$ cat src/rtl/alu_pkg.sv
// Shared opcode encodings and FSM state type for the ALU result unit.
// Both the combinational core and the registered top import this package.
package alu_pkg;

  localparam logic [2:0] OP_AND  = 3'b000;
  localparam logic [2:0] OP_SLTI = 3'b001;
  localparam logic [2:0] OP_OR   = 3'b010;
  localparam logic [2:0] OP_XOR  = 3'b011;
  localparam logic [2:0] OP_ADD  = 3'b100;
  localparam logic [2:0] OP_ADDI = 3'b101;
  localparam logic [2:0] OP_SLT  = 3'b110;
  localparam logic [2:0] OP_SRA  = 3'b111;

  typedef enum logic [1:0] {
    IDLE  = 2'd0,
    SHIFT = 2'd1,
    HOLD  = 2'd2
  } state_t;

endpackage

$ cat src/rtl/alu_comb_core.sv
// Single-cycle ALU datapath: the 8:1 result-select tree widened to WIDTH bits.
// SRA is produced by the iterator in the top level, so this core returns zero for it.
module alu_comb_core
  import alu_pkg::*;
#(
  parameter int WIDTH = 16
) (
  input  logic [WIDTH-1:0] a,
  input  logic [WIDTH-1:0] b,
  input  logic [2:0]       op,
  input  logic             bneg,
  output logic [WIDTH-1:0] result,
  output logic             ovf
);

  logic [WIDTH-1:0] b_eff;
  logic [WIDTH-1:0] sum;
  logic             add_ovf;
  logic             slt;

  // Subtraction is a + ~b + 1; the +1 enters as the carry-in.
  always_comb begin
    b_eff   = bneg ? ~b : b;
    sum     = a + b_eff + {{(WIDTH-1){1'b0}}, bneg};
    add_ovf = (a[WIDTH-1] == b_eff[WIDTH-1]) && (sum[WIDTH-1] != a[WIDTH-1]);
    slt     = $signed(a) < $signed(b);
  end

  always_comb begin
    result = '0;
    ovf    = 1'b0;
    case (op)
      OP_AND:  result = a & b;
      OP_SLTI: result = {{(WIDTH-1){1'b0}}, slt};
      OP_OR:   result = a | b;
      OP_XOR:  result = a ^ b;
      OP_ADD,
      OP_ADDI: begin
        result = sum;
        ovf    = add_ovf;
      end
      OP_SLT:  result = {{(WIDTH-1){1'b0}}, slt};
      OP_SRA:  result = '0;
      default: result = '0;
    endcase
  end

endmodule

$ cat src/rtl/alu_result_unit.sv
// Registered ALU result stage with valid/ready handshakes and an iterative
// arithmetic shift right; sits between operand fetch and writeback.
module alu_result_unit
  import alu_pkg::*;
#(
  parameter int WIDTH   = 16,
  parameter int SHAMT_W = $clog2(WIDTH)
) (
  input  logic             clk,
  input  logic             rst_n,
  input  logic             in_valid,
  output logic             in_ready,
  input  logic [2:0]       op,
  input  logic             bneg,
  input  logic [WIDTH-1:0] a,
  input  logic [WIDTH-1:0] b,
  output logic             out_valid,
  input  logic             out_ready,
  output logic [WIDTH-1:0] result,
  output logic             zero,
  output logic             ovf,
  output state_t           dbg_state
);

  // Handshake: a transfer happens on a cycle where valid && ready are both high.
  // in_ready never looks at in_valid; out_valid/result stay stable until taken.
  state_t state, state_nxt;

  logic [WIDTH-1:0]   result_q;
  logic               zero_q;
  logic               ovf_q;
  logic [WIDTH-1:0]   shreg;
  logic [SHAMT_W-1:0] cnt;

  logic [WIDTH-1:0]   core_result;
  logic               core_ovf;
  logic [WIDTH-1:0]   shift_next;
  logic               accept;
  logic               load_res;
  logic               load_sra;
  logic               shift_step;
  logic               shift_done;

  alu_comb_core #(
    .WIDTH(WIDTH)
  ) u_core (
    .a      (a),
    .b      (b),
    .op     (op),
    .bneg   (bneg),
    .result (core_result),
    .ovf    (core_ovf)
  );

  assign in_ready  = (state == IDLE) || ((state == HOLD) && out_ready);
  assign accept    = in_valid && in_ready;
  assign out_valid = (state == HOLD);
  assign result    = result_q;
  assign zero      = zero_q;
  assign ovf       = ovf_q;
  assign dbg_state = state;

  // A zero shift amount still spends one SHIFT cycle but leaves the value untouched.
  assign shift_next = (cnt == '0) ? shreg : {shreg[WIDTH-1], shreg[WIDTH-1:1]};

  always_ff @(posedge clk or negedge rst_n) begin
    if (!rst_n) begin
      state <= IDLE;
    end else begin
      state <= state_nxt;
    end
  end

  always_comb begin
    state_nxt  = state;
    load_res   = 1'b0;
    load_sra   = 1'b0;
    shift_step = 1'b0;
    shift_done = 1'b0;
    case (state)
      IDLE, HOLD: begin
        if (accept) begin
          if (op == OP_SRA) begin
            load_sra  = 1'b1;
            state_nxt = SHIFT;
          end else begin
            load_res  = 1'b1;
            state_nxt = HOLD;
          end
        end else if ((state == HOLD) && out_ready) begin
          state_nxt = IDLE;
        end
      end
      SHIFT: begin
        // The last step (count 1) or the no-op step (count 0) writes the result.
        if (cnt <= SHAMT_W'(1)) begin
          shift_done = 1'b1;
          state_nxt  = HOLD;
        end else begin
          shift_step = 1'b1;
        end
      end
      default: state_nxt = IDLE;
    endcase
  end

  always_ff @(posedge clk or negedge rst_n) begin
    if (!rst_n) begin
      result_q <= '0;
      zero_q   <= 1'b1;
      ovf_q    <= 1'b0;
    end else if (load_res) begin
      result_q <= core_result;
      zero_q   <= (core_result == '0);
      ovf_q    <= core_ovf;
    end else if (shift_done) begin
      result_q <= shift_next;
      zero_q   <= (shift_next == '0);
      ovf_q    <= 1'b0;
    end
  end

  always_ff @(posedge clk or negedge rst_n) begin
    if (!rst_n) begin
      shreg <= '0;
      cnt   <= '0;
    end else if (load_sra) begin
      shreg <= a;
      cnt   <= b[SHAMT_W-1:0];
    end else if (shift_step) begin
      shreg <= shift_next;
      cnt   <= cnt - SHAMT_W'(1);
    end
  end

endmodule

$ cat config.mk
export PLATFORM = sky130hd
export DESIGN_NAME = alu_result_unit
export DESIGN_NICKNAME = d
export VERILOG_FILES = /design/src/rtl/alu_pkg.sv /design/src/rtl/alu_comb_core.sv /design/src/rtl/alu_result_unit.sv
export SDC_FILE = /design/constraint.sdc
export NUM_CORES = 1
export LEC_CHECK = 0
export ABC_AREA = 1
export BUFFER_PORTS_ARGS = -buffer_cell sky130_fd_sc_hd__buf_2
export CORE_UTILIZATION = 28
export DETAILED_ROUTE_END_ITERATION = 16
export PLACE_DENSITY_LB_ADDON = 0.25
export SYNTH_ARGS = -nofsm -noshare
export SYNTH_HDL_FRONTEND = slang
export SYNTH_SLANG_ARGS = --single-unit
export TNS_END_PERCENT = 100
$ cat constraint.sdc
create_clock -name clk -period 3.12 [get_ports clk]
set_clock_uncertainty 0.2 [all_clocks]
set_input_delay 0.468 -clock clk [delete_from_list [all_inputs] [get_ports clk]]
set_output_delay 0.468 -clock clk [all_outputs]
set_load 0.05 [all_outputs]
=== Word-level counts from Yosys, hierarchy flattened ===
Cells that the tools add are included.

* Register bits after elaboration: 40
* Latch bits: 0
* Bits in writable memories: 0
* Memory bits (read-only): 0
* Bits of input ports: 40
* Output and inout port bits: 22
* Logic and storage cells: 72
* Memories: 0

* $add $sub $neg: 3
* Multipliers: 0
* Div/mod/pow operators: 0
* Magnitude comparators: 2
* Eq/ne operators: 13
* Shifts and indexed selects: 0
* Muxes and demuxes: 29
* Bitwise gates (word level): 4
* Reductions and logical operators: 15

{| class="wikitable"
|+ Operator list
! operator !! number
|-
| case mux 16 bit (6 select lines) || 1
|-
| two-way mux 16 bit || 5
|-
| logical NOT 16 bit || 2
|-
| adder 16 x 1 -> 16 bit || 1
|-
| adder 16 bit || 1
|-
| bitwise AND 16 bit || 1
|-
| less-than comparator 16 bit || 1
|-
| inverter 16 bit || 1
|-
| bitwise OR 16 bit || 1
|-
| bitwise XOR 16 bit || 1
|-
| two-way mux 1 bit || 15
|-
| two-way mux 15 bit || 1
|-
| == test 3 bit (second input constant) || 4
|-
| two-way mux 2 bit || 4
|-
| two-way mux 4 bit || 2
|-
| == test 3 x 2 -> 1 bit (second input constant) || 2
|-
| OR reduction 2 bit || 3
|-
| less-or-equal comparator 4 x 1 -> 1 bit (second input constant) || 1
|-
| logical NOT 4 bit || 1
|-
| case mux 2 bit (2 select lines) || 1
|-
| nonzero test 2 bit || 2
|-
| subtractor 4 x 1 -> 4 bit (second input constant) || 1
|-
| == test 3 x 1 -> 1 bit (second input constant) || 1
|-
| logical AND 1 bit || 3
|-
| other kinds (10) || 10
|}

=== Logic depth before layout (Yosys ltp) ===
* Depth in word-level cells: 8
* Gate-level depth with buffers: 19
* Gate-level depth less buffers: 18

=== Hierarchy ===
From an unflattened synthesis, not the netlist that was laid out.

* Cells, all modules: 713
* Area, all modules: 4,713.3 µm²

{| class="wikitable"
|+ Modules (own cells, without submodules)
! module !! times used !! cells each !! area an instance (µm²) !! sequential area each (µm²)
|-
| alu_comb_core || 1 || 393 || 2,422.3 || 0.0
|-
| alu_result_unit || 1 || 320 || 2,290.9 || 1,002.2
|}

=== Least setup slack after synthesis ===
No wires, ideal clock.

* Path type: input to register
* Start: input bneg
* End: register zero_q (netlist: zero)
* Setup time: 73 ps
* Arrival: 2,611 ps
* Required time: 2,847 ps
* Setup slack: 236 ps
* Stages: 17
* Buffers on the path: 2
* Path through: buf_4 > buf_1 > xor2_1 > ha_1 > a21oi_1 > nor2_1 > nor2_1 > nand2_1 > nand2_1 > nand3_1 > nand3_1 > nand2_1 > nand2_1 > nand2_1 > nor2_1 > nand3_1 > a21oi_1

* Longest elaborated chain between the ends: 6

{| class="wikitable"
|+ RTL lines
! what !! line !! RTL
|-
| from (decl) || alu_result_unit.sv:14 || <nowiki>input logic bneg,</nowiki>
|-
| two-way mux 16 bit || alu_comb_core.sv:23 || <nowiki>b_eff = bneg ? ~b : b;</nowiki>
|-
| adder 16 bit || alu_comb_core.sv:24 || <nowiki>sum = a + b_eff + {{(WIDTH-1){1'b0}}, bneg};</nowiki>
|-
| adder 16 x 1 -> 16 bit (*) || alu_comb_core.sv:24 ||
|-
| case mux 16 bit (6 select lines) (*) || alu_comb_core.sv:32 || <nowiki>case (op)</nowiki>
|-
| logical NOT 16 bit (*) || alu_result_unit.sv:114 || <nowiki>zero_q <= (core_result == '0);</nowiki>
|-
| two-way mux 1 bit (*) || alu_result_unit.sv:112 || <nowiki>end else if (load_res) begin</nowiki>
|-
| to (signal assigned) || alu_result_unit.sv:114 ||
|-
| to (signal assigned) || alu_result_unit.sv:118 || <nowiki>zero_q <= (shift_next == '0);</nowiki>
|-
| to (decl) || alu_result_unit.sv:30 || <nowiki>logic zero_q;</nowiki>
|}

Every way passes the cells marked *; elsewhere a longest branch is shown, timed or not.
A chain may end at the register's enable or synchronous reset.

=== Worst setup path after layout ===
Ends and elaborated chain as after synthesis.

==> summary.md <==
The area occupied by multi-input gates came out at 0.00300 mm². The run gives 22900 µm as the global-route wire length before repair. The routed layout has 4535 vias. Entering global routing, the biggest net connects 41 pins. The run finished with clean final reports. For the total half-perimeter wirelength after legalization and detailed placement, the log shows 11800 µm.

The Yosys warning count is 0. The antenna diode count is 0, and the top cell type's share of synthesized area is 21.7%. After filler insertion, the fill cell instance count of the layout stands at 1772. For this run, asynchronously set or reset flops after synthesis account for 100%. The run gives 0 as the number of max-cap violations. sky130_fd_sc_hd__dfrtp_1 takes more of the synthesized area than any other cell. The number of buffers between clock root and the deepest sink is 2, and the power density relative to cell area is 605 mW/mm². The fmax is 363 MHz, and the standby leakage power is 2.89 nW.

The largest family of logic cells by synthesized area is simple AND/OR/NAND/NOR gates. Summing every instance area after synthesis gives 0.00451 mm². For the number of pins with negative max-slew slack in the final report, the log shows 0. After the last flow step, the layout net total stands at 838. The later-pin clock latency in the skew report is 0.29 ns. Summing the areas of all compound-gate instances in the mapped netlist gives 15.0% of the synthesized area. Critical path launch point type: a primary input. The worst hold path belongs to the class in -> async.

Summing internal, switching and leakage power gives 3.22 mW. Among all flip-flop cells after synthesis, the most frequent one is sky130_fd_sc_hd__dfrtp_1. The tightest hold path in the finished design has a slack of 0.101 ns.

The area share of and/or/nand/nor cells after synthesis was 29.1%; the net count of the mapped netlist was 767. The via count of the first global-routing pass was 4443; the post-detailed-placement cell area was 0.00516 mm². In this run the clock root is driven by a sky130_fd_sc_hd__clkbuf_16. Summed over all layers, the global routing overflow is 0.

Global routing used 17.8% of the available tracks. The portion of synthesized area spent on multiplexers is 0%. The commonest cells after synthesis are sky130_fd_sc_hd__nand2_1 (170), sky130_fd_sc_hd__inv_1 (110), sky130_fd_sc_hd__ha_1 (66). Once the floorplan was initialized, standard cells occupied 28.6% of the core.

In this run the number of H-tree levels came out at 2. Summed over all failing endpoints, the final setup total negative slack is 0 ns. Hold repair after CTS inserted 0 buffers. The post-route netlist has 14.9% of its cells at a drive strength greater than 1. The startpoint identified for the worst register-to-register timing path is dbg_state[1]. Largest fanout on the critical path: 16. The logs give 2.77 ns for the critical path arrival and 0.905 for the global placer's final weighted congestion. The tools report the post-layout utilization of the core as 33.8%. The final cycle utilization of the critical path is 88.2%. The number of design rule violations left after detail routing is 0, and the transition time at the pin with the least slew margin is 0.921 ns. The initial antenna violation count was 0. Counting I/O delays and the setup requirement, the final critical path takes 2.75 ns. The core region is 0.0158 mm². The floorplan step defined a die boundary enclosing 0.0166 mm².

STA classifies the critical path endpoint as a flip-flop. The hold violation count in the final report is 0, and the post-CTS setup repair buffer count is 0. Summed over all layers, the routed wires come to 14100 µm.

Setup violations remaining at the end of the flow were counted as 0. The post-detailed-route count of antenna-violating nets came out at 0. In the final routed layout, each cell accounts on average for 14.9 µm. At the placement stage, the worst setup path has a slack of 0.0875 ns. The first routing iteration left 298 violations. The post-route non-filler standard cell count is 948.

Summing the areas of all fa, ha and maj instances in the mapped netlist gives 18.8% of the synthesized area. Setup repair after global routing left no endpoint under its margin. The cell with the most instances after synthesis was sky130_fd_sc_hd__nand2_1.

The TritonCTS sink count was 40; the endpoint required time on the critical path was 3.14 ns. After technology mapping, the gate count stands at 660. The post-cts sizing count was 0. In this run the worst setup path begins at bneg. In this run the horizontal extent of the chip is 129 µm. After detailed placement, the design holds a cell count of 940.

Critical path class: in -> reg. With fillers left out, the area of the finished cells amounts to 0.00533 mm². The area taken by flip-flops and latches is 0.00100 mm², and the quantity of I/O buffers inserted on ports is 61. The count of state elements after synthesis was 40; the number of synthesized flops with an enable pin was 0. The post-detailed-route via-to-cell ratio works out to 4.78.

In this run the mean area of a mapped cell was 6.83 µm². The run gives 0.367 ns as the final worst slack. The synthesized netlist devotes 3.69% of its cell area to XOR and XNOR gates. The number of clock buffers added by TritonCTS is 5.

The number of cell instances on the worst register-to-register path was 11; the tightest slew margin relative to the limit was 38.6%. Measured along the y axis, the die boundary spans 129 µm. Across the VDD grid, the largest voltage drop is 270 µV. The layout overhead on the synthesized area is 18.2%, and the number of top-level pins is 62.

Sequential elements use 22.2% of the synthesized area. For the distinct cell type count of the synthesized netlist, the log shows 40. The floorplan has 46 rows. TritonCTS built the clock tree. By area the synthesized netlist is led by sky130_fd_sc_hd__dfrtp_1 (22%), sky130_fd_sc_hd__ha_1 (18%), sky130_fd_sc_hd__nand2_1 (14%).

The register clock-pin slew on the reported worst setup and hold paths works out to 0.06 ns. The pre-antenna-repair detailed-routing pass consisted of 7 iterations.
-- sequential cells by signal (all words and copies together) (netlist names) --
name,flops
result,16
shreg,16
ovf,1
zero,1
cnt,4
dbg_state,2
-- placed cells by master (no fill, tap or decap), drive strengths merged, types with 2 or more instances in the layout --
master  netlist  routed
nand4        11      11
or2          13      13
nor4          2       2
o211ai        4       4
a221oi        6       6
dfrtp        39      39
o21ai        35      35
clkbuf        8       5
o21bai        4       4
a22o          2       2
buf           8      80
inv         112     112
nor2         45      45
nand3b        4       4
ha           66      66
nor3          6       6
nand2       172     172
clkinv        2       3
a22oi         2       2
o221ai       25      25
a21oi        19      19
xor2         18      18
nand3        47      47
-- logic make-up after synthesis --
| logic type | after synthesis |
|---|---|
| AND/OR/NAND/NOR | 302 |
| flip-flops | 40 |
| AO/OA/AOI/OAI | 102 |
| adder cells (fa/ha/maj) | 67 |
| buffers and inverters | 130 |
| XOR/XNOR | 19 |
-- per-layer routing --
metal  GRT usage [%]  up-vias  part of all wire [%]  wire, µm
li1                -     2313                     -         -
met1            23.8     2112                    48      6770
met2            30.3       93                    46      6560
met3            1.62       17                   3.2       453
met4            5.54        0                   2.4       338
met5               0        -                     0         0
-- critical path, stage by stage --
cell	delay, ns
sky130_fd_sc_hd__buf_2	0.11
sky130_fd_sc_hd__buf_12	0.15
sky130_fd_sc_hd__xor2_1	0.19
sky130_fd_sc_hd__fa_1	0.48
sky130_fd_sc_hd__nand2_1	0.13
sky130_fd_sc_hd__nand2_1	0.12
sky130_fd_sc_hd__nand3_1	0.14
sky130_fd_sc_hd__nand2_1	0.08
sky130_fd_sc_hd__nand2_1	0.10
sky130_fd_sc_hd__nand3b_1	0.08
sky130_fd_sc_hd__nand3_1	0.09
sky130_fd_sc_hd__nand2_1	0.05
sky130_fd_sc_hd__o21ai_0	0.16
sky130_fd_sc_hd__nand2_1	0.11
sky130_fd_sc_hd__nor2_1	0.10
sky130_fd_sc_hd__nand3_1	0.08
sky130_fd_sc_hd__a21oi_1	0.13
-- power by group --
part	switching (mW)	internal [mW]	total [mW]	leakage [nW]
Combinational	1.22	0.559	1.77	2.33
Sequential	0.122	0.737	0.859	0.487
Clock	0.213	0.376	0.589	0.0798
Total	1.55	1.67	3.22	2.89
-- worst paths after layout --
| path | slack [ns] | end |
|---|---|---|
| min reg2reg | 0.28 | result[9] |
| min in group clk | 0.24 | dbg_state[1] |
| max reg2reg | 0.70 | zero |
| min | 0.10 | dbg_state[1] |
| max | 0.37 | zero |
| max in group asynchronous | 2.02 | result[6] |
-- final cells by class --
class                           count  area share, %
Tap cell                          216           5.07
Inverter                          114           8.03
Timing Repair Buffer               80           8.64
Multi-Input combinational cell    490           56.3
Clock inverter                      3          0.798
Sequential cell                    40           18.8
Clock buffer                        5           2.35
Power figures use the tool's default switching activity.
